==> src/rtl/mackerel_bus_if.sv <==
// 68000 bus-cycle handshake bundle between CPU/decoder and the bus controller.
interface mackerel_bus_if;
  logic AS;         // address strobe, active-low
  logic ROMEN;      // ROM select, active-low
  logic RAMEN;      // RAM select, active-low
  logic MFPEN;      // MFP select, active-low
  logic IACK;       // interrupt-acknowledge cycle, active-low
  logic DTACK_MFP;  // DTACK from MFP, active-low
  logic DTACK;      // DTACK to CPU, active-low
  logic BERR;       // bus error to CPU, active-low
  logic VPA;        // autovector request to CPU, active-low
  logic BUSY;       // cycle in progress

  modport master (
    output AS, ROMEN, RAMEN, MFPEN, IACK, DTACK_MFP,
    input  DTACK, BERR, VPA, BUSY
  );

  modport slave (
    input  AS, ROMEN, RAMEN, MFPEN, IACK, DTACK_MFP,
    output DTACK, BERR, VPA, BUSY
  );
endinterface

==> src/rtl/mackerel_bus_ctrl.sv <==
// Bus-cycle controller: per-device wait states, DTACK/VPA/BERR generation.
// All outputs come straight from flops loaded with the next-state decode.
module mackerel_bus_ctrl #(
  parameter int ROM_WAIT = 2,
  parameter int RAM_WAIT = 0,
  parameter int AV_WAIT  = 16,
  parameter int TIMEOUT  = 64
) (
  input logic           CLK,
  input logic           RST,
  mackerel_bus_if.slave bus
);

  typedef enum logic [2:0] {S_IDLE, S_WAIT, S_ACK, S_AVEC, S_BERR} state_t;
  typedef enum logic [2:0] {C_NONE, C_RAM, C_ROM, C_MFP, C_IACK} cls_t;

  localparam logic [3:0] ROM_W   = 4'(ROM_WAIT);
  localparam logic [3:0] RAM_W   = 4'(RAM_WAIT);
  localparam logic [9:0] AV_LAST = 10'(AV_WAIT - 1);
  localparam logic [9:0] TO_LAST = 10'(TIMEOUT - 1);

  state_t     state, nxt;
  cls_t       cls, cls_n;
  logic [3:0] wcnt, wcnt_n;
  logic [9:0] tcnt, tcnt_n;
  logic       go_ack, go_av;
  logic       dtack_q, berr_q, vpa_q, busy_q;

  // Next-state, class latch and counter update.
  always_comb begin
    nxt    = state;
    cls_n  = cls;
    wcnt_n = wcnt;
    tcnt_n = tcnt;
    go_ack = 1'b0;
    go_av  = 1'b0;
    case (state)
      S_IDLE: begin
        if (!bus.AS) begin
          nxt    = S_WAIT;
          tcnt_n = '0;
          wcnt_n = '0;
          if (!bus.IACK)       cls_n = C_IACK;
          else if (!bus.MFPEN) cls_n = C_MFP;
          else if (!bus.ROMEN) begin
            cls_n  = C_ROM;
            wcnt_n = ROM_W;
          end else if (!bus.RAMEN) begin
            cls_n  = C_RAM;
            wcnt_n = RAM_W;
          end else               cls_n = C_NONE;
        end
      end
      S_WAIT: begin
        if (bus.AS) begin
          nxt = S_IDLE;
        end else begin
          case (cls)
            C_ROM, C_RAM: begin
              if (wcnt == '0) go_ack = 1'b1;
              else            wcnt_n = wcnt - 4'd1;
            end
            C_MFP:  go_ack = !bus.DTACK_MFP;
            C_IACK: begin
              if (!bus.DTACK_MFP)     go_ack = 1'b1;
              else if (tcnt == AV_LAST) go_av = 1'b1;
            end
            default: ;
          endcase
          // Ack/autovector take precedence over a coincident timeout.
          if (go_ack)               nxt = S_ACK;
          else if (go_av)           nxt = S_AVEC;
          else if (tcnt == TO_LAST) nxt = S_BERR;
          else                      tcnt_n = tcnt + 10'd1;
        end
      end
      S_ACK, S_AVEC, S_BERR: begin
        if (bus.AS) nxt = S_IDLE;
      end
      default: nxt = S_IDLE;
    endcase
  end

  // State, counters and registered outputs; synchronous active-low reset.
  always_ff @(posedge CLK) begin
    if (!RST) begin
      state   <= S_IDLE;
      cls     <= C_NONE;
      wcnt    <= '0;
      tcnt    <= '0;
      dtack_q <= 1'b1;
      berr_q  <= 1'b1;
      vpa_q   <= 1'b1;
      busy_q  <= 1'b0;
    end else begin
      state   <= nxt;
      cls     <= cls_n;
      wcnt    <= wcnt_n;
      tcnt    <= tcnt_n;
      dtack_q <= (nxt != S_ACK);
      berr_q  <= (nxt != S_BERR);
      vpa_q   <= (nxt != S_AVEC);
      busy_q  <= (nxt != S_IDLE);
    end
  end

  assign bus.DTACK = dtack_q;
  assign bus.BERR  = berr_q;
  assign bus.VPA   = vpa_q;
  assign bus.BUSY  = busy_q;

endmodule

==> src/flat_wrapper.sv <==
// flat-port wrapper written by rule: the top's interface ports become plain ports
module mackerel_bus_ctrl_flat 
#(
  parameter int ROM_WAIT = 2,
  parameter int RAM_WAIT = 0,
  parameter int AV_WAIT  = 16,
  parameter int TIMEOUT  = 64
)
  (CLK, RST, bus_AS, bus_ROMEN, bus_RAMEN, bus_MFPEN, bus_IACK, bus_DTACK_MFP, bus_DTACK, bus_BERR, bus_VPA, bus_BUSY);
  mackerel_bus_if bus_i ();
  input logic CLK;
  input logic RST;
  input wire logic [$bits(bus_i.AS)-1:0] bus_AS;
  input wire logic [$bits(bus_i.ROMEN)-1:0] bus_ROMEN;
  input wire logic [$bits(bus_i.RAMEN)-1:0] bus_RAMEN;
  input wire logic [$bits(bus_i.MFPEN)-1:0] bus_MFPEN;
  input wire logic [$bits(bus_i.IACK)-1:0] bus_IACK;
  input wire logic [$bits(bus_i.DTACK_MFP)-1:0] bus_DTACK_MFP;
  output wire logic [$bits(bus_i.DTACK)-1:0] bus_DTACK;
  output wire logic [$bits(bus_i.BERR)-1:0] bus_BERR;
  output wire logic [$bits(bus_i.VPA)-1:0] bus_VPA;
  output wire logic [$bits(bus_i.BUSY)-1:0] bus_BUSY;
  assign bus_i.AS = bus_AS;
  assign bus_i.ROMEN = bus_ROMEN;
  assign bus_i.RAMEN = bus_RAMEN;
  assign bus_i.MFPEN = bus_MFPEN;
  assign bus_i.IACK = bus_IACK;
  assign bus_i.DTACK_MFP = bus_DTACK_MFP;
  assign bus_DTACK = bus_i.DTACK;
  assign bus_BERR = bus_i.BERR;
  assign bus_VPA = bus_i.VPA;
  assign bus_BUSY = bus_i.BUSY;
  mackerel_bus_ctrl #(.ROM_WAIT(ROM_WAIT), .RAM_WAIT(RAM_WAIT), .AV_WAIT(AV_WAIT), .TIMEOUT(TIMEOUT)) u_core (.CLK(CLK), .RST(RST), .bus(bus_i));
endmodule
==> config.mk <==
export PLATFORM = sky130hd
export DESIGN_NAME = mackerel_bus_ctrl_flat
export DESIGN_NICKNAME = d
export VERILOG_FILES = /design/src/rtl/mackerel_bus_if.sv /design/src/rtl/mackerel_bus_ctrl.sv /design/src/flat_wrapper.sv
export SDC_FILE = /design/constraint.sdc
export NUM_CORES = 1
export LEC_CHECK = 0
export ABC_CLOCK_PERIOD_IN_PS = 3200
export CORE_MARGIN = 1
export CORE_UTILIZATION = 40
export DETAILED_ROUTE_END_ITERATION = 8
export MAX_ROUTING_LAYER = met4
export PLACE_DENSITY = 0.67
export SYNTH_ARGS = -nofsm -noshare
export SYNTH_HDL_FRONTEND = slang
export SYNTH_SLANG_ARGS = --single-unit
==> constraint.sdc <==
create_clock -name CLK -period 3.2 [get_ports CLK]
set_input_delay 0.64 -clock CLK [delete_from_list [all_inputs] [get_ports CLK]]
set_output_delay 0.64 -clock CLK [all_outputs]
set_load 0.01 [all_outputs]
==> results.md <==
| Result | Reported | Unit |
|:---|:---|:---|
| Adder-cell share of the synthesized area | 2.94 | % |
| Post_cts resized | 0 | - |
| Non-filler instance count after layout | 201 | - |
| Power density relative to cell area | 367 | nW/um2 |
| Number of nets in the layout | 170 | - |
| Launching point of the worst reg2reg path | u_core.wcnt[0] | - |
| HPWL Detailed | 2010 | um |
| Terminating pin of the worst hold path | u_core.tcnt[1] | - |
| TritonCTS clock tree | yes | - |
| Ys async rst share | 0 | % |
| Syn Inst Count | 148 | - |
| Instance count along the most critical hold path | 2 | - |
| Setup violators final | 0 | - |
| Setup TNS Final | 0 | ns |
| Clk Latency, worst-skew pair | 0.31 | ns |
| Gp weighted congestion | 0.819 | - |
| Type of the setup path with the least slack | in2reg | - |
| Max Transition Viols Final | 0 | - |
| Die height | 58.5 | um |
| Die Area | 3420 | um2 |
| First-pass iteration count of the detailed router | 4 | - |
| Post-Syn Area | 1280 | um2 |
| Number of flops mapped to enable cells by yosys | 0 | - |
| Port Buf Inserts | 11 | - |
| # diodes | 0 | - |
| Flip-flop and latch area | 480 | um2 |
| Main flop type after synthesis | sky130_fd_sc_hd__dfxtp_1 | - |
| Min Clock Period, post-route | 2.15 | ns |
| Mean number of vias per cell | 5.70 | - |
| Start point of the critical path | bus_DTACK_MFP | - |
| Area occupied by multi-input gates | 749 | um2 |
| Signal arrival time at the worst endpoint | 2.36 | ns |
| 1st-iter DRT viols | 36 | - |
| Worst-case register-to-register setup slack | 1.13 | ns |
| Core area | 3050 | um2 |
| Reg clk slew, reported paths | 0.12 | ns |
| Worst slack, placed | 0.714 | ns |
| Placement row count | 20 | - |
| Layout area overhead | 12.4 | % |
| Initial antenna violation count | 0 | - |
| Setup repair bufs after CTS | 0 | - |
| Worst-case clock buffer depth | 2 | - |
| Worst ir drop on vdd | 0.000187 | V |
| Dominant combinational cell family by area after synthesis | simple AND/OR/NAND/NOR gates | - |
| Simple-gate portion of the synthesized area | 32.3 | % |
| Pin count of the biggest net entering global routing | 13 | - |
| Grt met2 use | 32.2 | % |
| Count of boundary I/O pins | 12 | - |
| Run status | completed | - |
| Met1 track demand over resource in global routing | 21.3 | % |
| Hold buffer count at cts | 0 | - |
| Distinct cell type count after synthesis | 47 | - |
| Post-Syn Nets | 159 | - |
| Share of cells above drive strength 1 | 9.55 | % |
| Post-layout util | 47.0 | % |
| Sequential fraction of the synthesis area | 37.6 | % |
| Via count of the routed design | 1,145 | - |
| Synth Warn # | 0 | - |
| Hold_sp | u_core.tcnt[1] | - |
| Cell count after placement | 198 | - |
| Element type at the critical path start | input port | - |
| CP Max Fanout | 6 | - |
| Transition time of the tightest slew-check pin | 0.682 | ns |
| Maximum frequency from static timing analysis | 465 | MHz |
| Worst Hold Class | reg2reg | - |
| Initial core utilization | 41.8 | % |
| Via count of the first global-routing pass | 1,147 | - |
| Number of H-tree branching levels | 1 | - |
| Sinks on Clock Net | 24 | - |
| GRT overflow | 0 | - |
| Mux cell area share after synthesis | 0.784 | % |
| Final period utilization | 67.2 | % |
| Unrepaired setup endpoints after global routing | false | - |
| Worst hold slack across all endpoints | 0.496 | ns |
| Width of the die | 58.5 | um |
| End of the worst register-to-register path | u_core.state[0] | - |
| Cts bufs inserted | 3 | - |
| Fillcell total | 317 | - |
| Max transition margin | 53.4 | % |
| ANT nets after route | 0 | - |
| Worst clock skew on the final layout | 0.00417 | ns |
| Wire length of the first global-routing pass | 4780 | um |
| Met3 track demand over resource in global routing | 1.98 | % |
| Synthesized area per cell | 8.63 | um2 |
| Share of the synthesized area in compound gates (AO/OA/AOI/OAI) | 20.0 | % |
| Register bit count reported by yosys | 24 | - |
| Category of the worst setup path capture point | register | - |
| Worst Reg-to-Reg Cells | 7 | - |
| Global routing usage summed across all routing layers | 18.5 | % |
| Max Cap Viol | 0 | - |
| Share of the synthesized netlist area taken by xor and xnor gates | 2.64 | % |
| Data required time at the worst endpoint | 3.41 | ns |
| Most congested layer reported by global routing | met2 | - |
| Static Leakage | 0.526 | nW |
| DRC violations left | 0 | - |
| Final wirelength | 2630 | um |
| Wirelength per Cell | 13.1 | um |
| Master cell of the clock root buffer | sky130_fd_sc_hd__clkbuf_4 | - |
| Count of endpoints failing hold in the final timing report | 0 | - |
| Crit path setup slack, layout | 1.05 | ns |
## Yosys cell counts, types with 2 or more instances
library cell / count / share of area, %
sky130_fd_sc_hd__buf_2: 2 / 0.78
sky130_fd_sc_hd__nand2b_1: 2 / 0.98
sky130_fd_sc_hd__a31oi_1: 3 / 1.5
sky130_fd_sc_hd__clkbuf_1: 2 / 0.59
sky130_fd_sc_hd__nor3_1: 3 / 1.2
sky130_fd_sc_hd__nand2_1: 18 / 5.3
sky130_fd_sc_hd__a21oi_1: 5 / 2.0
sky130_fd_sc_hd__a21boi_0: 2 / 1.2
sky130_fd_sc_hd__a211oi_1: 2 / 1.2
sky130_fd_sc_hd__o21ai_2: 2 / 1.4
sky130_fd_sc_hd__nand3_1: 8 / 3.1
sky130_fd_sc_hd__nor2_1: 11 / 3.2
sky130_fd_sc_hd__and3_1: 6 / 2.9
sky130_fd_sc_hd__o21ai_0: 5 / 2.0
sky130_fd_sc_hd__dfxtp_1: 24 / 38
sky130_fd_sc_hd__nand4_1: 6 / 2.9
sky130_fd_sc_hd__or3_1: 2 / 0.98
sky130_fd_sc_hd__or4_1: 5 / 2.9
sky130_fd_sc_hd__inv_1: 5 / 1.5
sky130_fd_sc_hd__ha_1: 3 / 2.9
sky130_fd_sc_hd__xor2_1: 2 / 1.4
sky130_fd_sc_hd__o31ai_1: 3 / 1.8
sky130_fd_sc_hd__a31o_2: 2 / 1.4
sky130_fd_sc_hd__o211ai_1: 2 / 1.2
## kinds of logic (layout without fill, tap and decap cells)
kind of cell	Yosys count	in the layout
xor+xnor	3	3
simple gates	72	72
mux	1	1
buf+inv	10	19
flops	24	24
compound gates	35	35
fa+ha+maj	3	3
## flip-flops by register name, summed over array words and instances, names as in the netlist
signal / cells
u_core.state: 3
u_core.tcnt: 10
u_core.bus.DTACK: 1
u_core.cls: 3
u_core.bus.BERR: 1
u_core.bus.BUSY: 1
u_core.bus.VPA: 1
u_core.wcnt: 4
## worst max-delay path by stage
stage	endpoint	slack, ns
after floorplan	u_core.bus.BERR	1.27
after global placement	u_core.state[0]	0.74
after detailed placement	u_core.bus.BERR	0.71
after CTS	u_core.bus.BERR	1.05
after global routing	u_core.state[0]	0.91
final	u_core.bus.BERR	1.05
## area by class of cell
class | count | share of cell area [%]
flip-flops and latches | 24 | 33.4
multi-input cells | 114 | 52.2
well taps | 44 | 3.83
clock buffers | 3 | 1.57
inverters | 5 | 1.31
repair buffers | 11 | 7.67
## worst max-delay path, stage by stage
cell	delay [ns]
sky130_fd_sc_hd__clkdlybuf4s50_1	0.51
sky130_fd_sc_hd__nor4bb_1	0.09
sky130_fd_sc_hd__a21oi_4	0.19
sky130_fd_sc_hd__nand3_4	0.12
sky130_fd_sc_hd__or4_1	0.50
sky130_fd_sc_hd__a211o_1	0.30
## metrics by stage
stage	area [um2]	total power [mW]
3_3_place_gp	1410	0.402
6_report	1440	0.528
4_1_cts	1440	0.532
3_5_place_dp	1410	0.405
5_1_grt	1440	0.559
2_1_floorplan	1280	0.381
## placed cells by master, fill, tap and decap left out, drive strengths merged, types with 2 or more instances in the layout
cell type	n
nand3	9
xor2	2
a31o	3
ha	3
nand4	6
clkbuf	3
inv	5
clkdlybuf4s50	11
a21boi	2
nand2b	2
or3	2
nor3	4
dfxtp	24
o211ai	2
nor2	12
nand2	18
a21oi	7
or4	5
o31ai	3
a31oi	3
a211oi	2
and3	6
o21ai	7
## per-layer routing
metal  up-vias  part of all wire [%]
li1        571                     -
met1       549                    46
met5         -                     0
met2        21                    51
met3         4                   2.9
met4         0                  0.76
## where the power goes
group          internal, mW  total, mW  switching, mW
Clock                0.0440      0.129         0.0850
Combinational        0.0347     0.0821         0.0474
Sequential            0.307      0.317        0.00970
Total                 0.386      0.528          0.142
(Power assumes the default switching activity.)
==> RTL edit, RTL diff (config.mk and constraints unchanged) <==
Make the reset (`RST`) asynchronous in one clocked block. Comments in the files are not updated.
--- a/src/rtl/mackerel_bus_ctrl.sv
+++ b/src/rtl/mackerel_bus_ctrl.sv
@@ -84,3 +84,3 @@
   // State, counters and registered outputs; synchronous active-low reset.
-  always_ff @(posedge CLK) begin
+  always_ff @(posedge CLK or negedge RST) begin
     if (!RST) begin
Check against the original RTL: differs if RST is asserted again (counterexample within 4 cycles, from zero or initial values and one cycle with RST low); with RST held inactive, the same outputs for 10 cycles.
==> RTL edit against the original RTL <==
- setup slack worse by 0.18 ns
- die area is 9.1% higher
- critical path depth is 1 lower
- register-to-register slack worse by 0.26 ns
- sequential cell count stayed put
- wire length is 6.9% higher
- synthesized area is 9.4% higher
- final area is 9.7% higher
- critical endpoint is now u_core.tcnt[7]$_DFFE_PN0P_
- highest routed layer unchanged
Power is not compared: it rests on default switching activity, and its combinational part moved more than twofold at a synthesized area within 25%.
==> RTL edit: results (changes against the original RTL) <==
[finish]
nets=173  ; was 170
diodes=0  ; unchanged
layout-drive-gt1-share=0.149  ; was 0.0955
fillers=326  ; was 317
largestRegisters=u_core.tcnt (10), u_core.wcnt (4)  ; unchanged

[hold_path]
min_path_cells=1  ; was 2
hold_start=u_core.tcnt[0]$_DFFE_PN0P_  ; was u_core.tcnt[1]$_SDFFE_PN0P_
hold_path.class=reg2reg  ; unchanged
holdPathEnd=u_core.tcnt[0]$_DFFE_PN0P_  ; was u_core.tcnt[1]$_SDFFE_PN0P_

[place]
dpl-instance-area_sq_um=1550  ; was 1410 sq um
hpwl_um=2070  ; was 2010 um
portBuffers=11  ; unchanged
gp_congestion=0.814  ; was 0.819

[synth]
synthArstFlopShare=1.00  ; was 0
seq_area_frac_synth=0.432  ; was 0.376
yosys_warnings=0  ; unchanged
synth_common_cells=21 x dfrtp_1, 17 x nand2_1, 14 x nor2_1  ; was 24 x dfxtp_1, 18 x nand2_1, 11 x nor2_1
synthTopCellsByArea=dfrtp_1 38%, dfstp_2 5.6%, nand2_1 4.6%  ; was dfxtp_1 38%, nand2_1 5.3%, nor2_1 3.2%
ys_types=45  ; was 47
syn-num-nets=161  ; was 159

[global_route]
grt_pass1_wl_um=4890  ; was 4780 um
grt_max_degree=25  ; was 13
grt.total_usage=0.184  ; was 0.185
antenna_found_initial=0  ; unchanged

[clocking]
cts_buffers=3  ; unchanged
postCtsSetupBuffers=0  ; unchanged
clk_pin_slew_ns=0.12  ; about the same
clk_latency_ns=0.31  ; about the same
cts-root-buf=clkbuf_4  ; unchanged
cts_max_level=1  ; unchanged
cts_buffer_depth=2  ; unchanged
ctsHoldBuffers=0  ; unchanged
ctsResizeCount=0  ; unchanged

[run_status]
status=completed  ; unchanged

[detailed_routing]
wire_per_inst_um=13.6  ; was 13.1 um
first_iter_violations=41  ; was 36
drt_pass1_iterations=4  ; unchanged
via_count=1129  ; was 1145

[power]
p_int_uw=543
power.leakage_nw=0.688
vdd_ir_drop_max_mv=0.210

[sta]
worstMarginPinSlew_ns=0.659  ; was 0.682 ns
slew_viol_final=0  ; unchanged
skew_ns=0.00161  ; was 0.00417 ns

[setup_path]
worstPathArrival_ns=2.54  ; was 2.36 ns
r2r-end=u_core.tcnt[7]$_DFFE_PN0P_  ; was u_core.state[0]$_SDFF_PN0_
regToRegSetupSlack_ns=0.87  ; was 1.13 ns
critical_path.startpoint=u_core.state[0]$_DFF_PN0_  ; was bus_DTACK_MFP
cp_max_fo=21  ; was 6
reg2reg_depth=5  ; was 7

-- RTL edit: cell count changes in the layout (fill, tap and decap cells not counted), sizes merged, moves of 3 or more --
cell    before  now
dfxtp       24    0
dfrtp        0   21
and3         6    1
nand3b       0    5
nand4        6    1
o211ai       2    6
a31o         3    0
a31oi        3    0
dfstp        0    3
nor2        12   15
-- RTL edit: kinds of logic (layout without fill, tap and decap cells) --
| family | count (synthesis) | in the layout | synth area share |
|---|---|---|---|
| AOI/OAI and AO/OA | 33 | 33 | 0.161 |
| xor gates and xnor gates | 3 | 3 | 0.0188 |
| adders and majority gates | 3 | 3 | 0.0269 |
| buffers and inverters | 12 | 23 | 0.0385 |
| DFF | 24 | 24 | 0.432 |
| muxes | 2 | 2 | 0.0161 |
| and+or+nand+nor | 73 | 73 | 0.306 |
-- RTL edit: routing by layer --
layer	vias to the layer above	global-route usage	routed length (um)
met5	-	-	0
met4	0	0.0682	48
met3	4	0.0252	65
met2	16	0.306	1400
met1	548	0.228	1300
li1	561	-	-
-- RTL edit: worst max path at each step --
stage,endpoint,slack [ns],depth (start not counted)
after CTS,u_core.tcnt[7]$_DFFE_PN0P_,0.87,5
final,u_core.tcnt[7]$_DFFE_PN0P_,0.87,5
after detailed placement,u_core.tcnt[9]$_DFFE_PN0P_,0.67,4
after floorplan,u_core.tcnt[4]$_DFFE_PN0P_,1.26,7
after global routing,u_core.tcnt[7]$_DFFE_PN0P_,0.68,5
after global placement,u_core.tcnt[9]$_DFFE_PN0P_,0.73,4
-- RTL edit: power groups by stage --
stage | sequential, mW | clock [mW] | combinational, mW
2_1_floorplan | 0.421 | 0 | 0.247
3_3_place_gp | 0.445 | 0 | 0.288
3_5_place_dp | 0.450 | 0 | 0.311
4_1_cts | 0.444 | 0.144 | 0.312
5_1_grt | 0.457 | 0.156 | 0.353
6_report | 0.444 | 0.132 | 0.308
-- RTL edit: final cells by class --
cell class / instances / share of cell area
clock buffers: 4 / 0.0167
inverters: 6 / 0.0143
multi-input cells: 114 / 0.469
flip-flops and latches: 24 / 0.384
well taps: 46 / 0.0365
repair buffers: 13 / 0.0794
-- RTL edit: metrics by stage --
stage	worst slack, ns	std cells	utilization	hold slack (ns)
after floorplan	1.26	150	-	0.344
after global placement	0.728	203	0.464	0.502
after detailed placement	0.674	203	0.464	0.526
after CTS	0.874	207	0.472	0.551
after global routing	0.678	207	0.472	0.572
final	0.872	207	0.472	0.549
-- RTL edit: worst max-delay path, cell delays in order (launching register included) --
cell and delay (ns):
dfrtp_1 0.78, nand2b_1 0.22, or2_1 0.37, o211ai_1 0.32
mux2_1 0.36, a22o_1 0.18
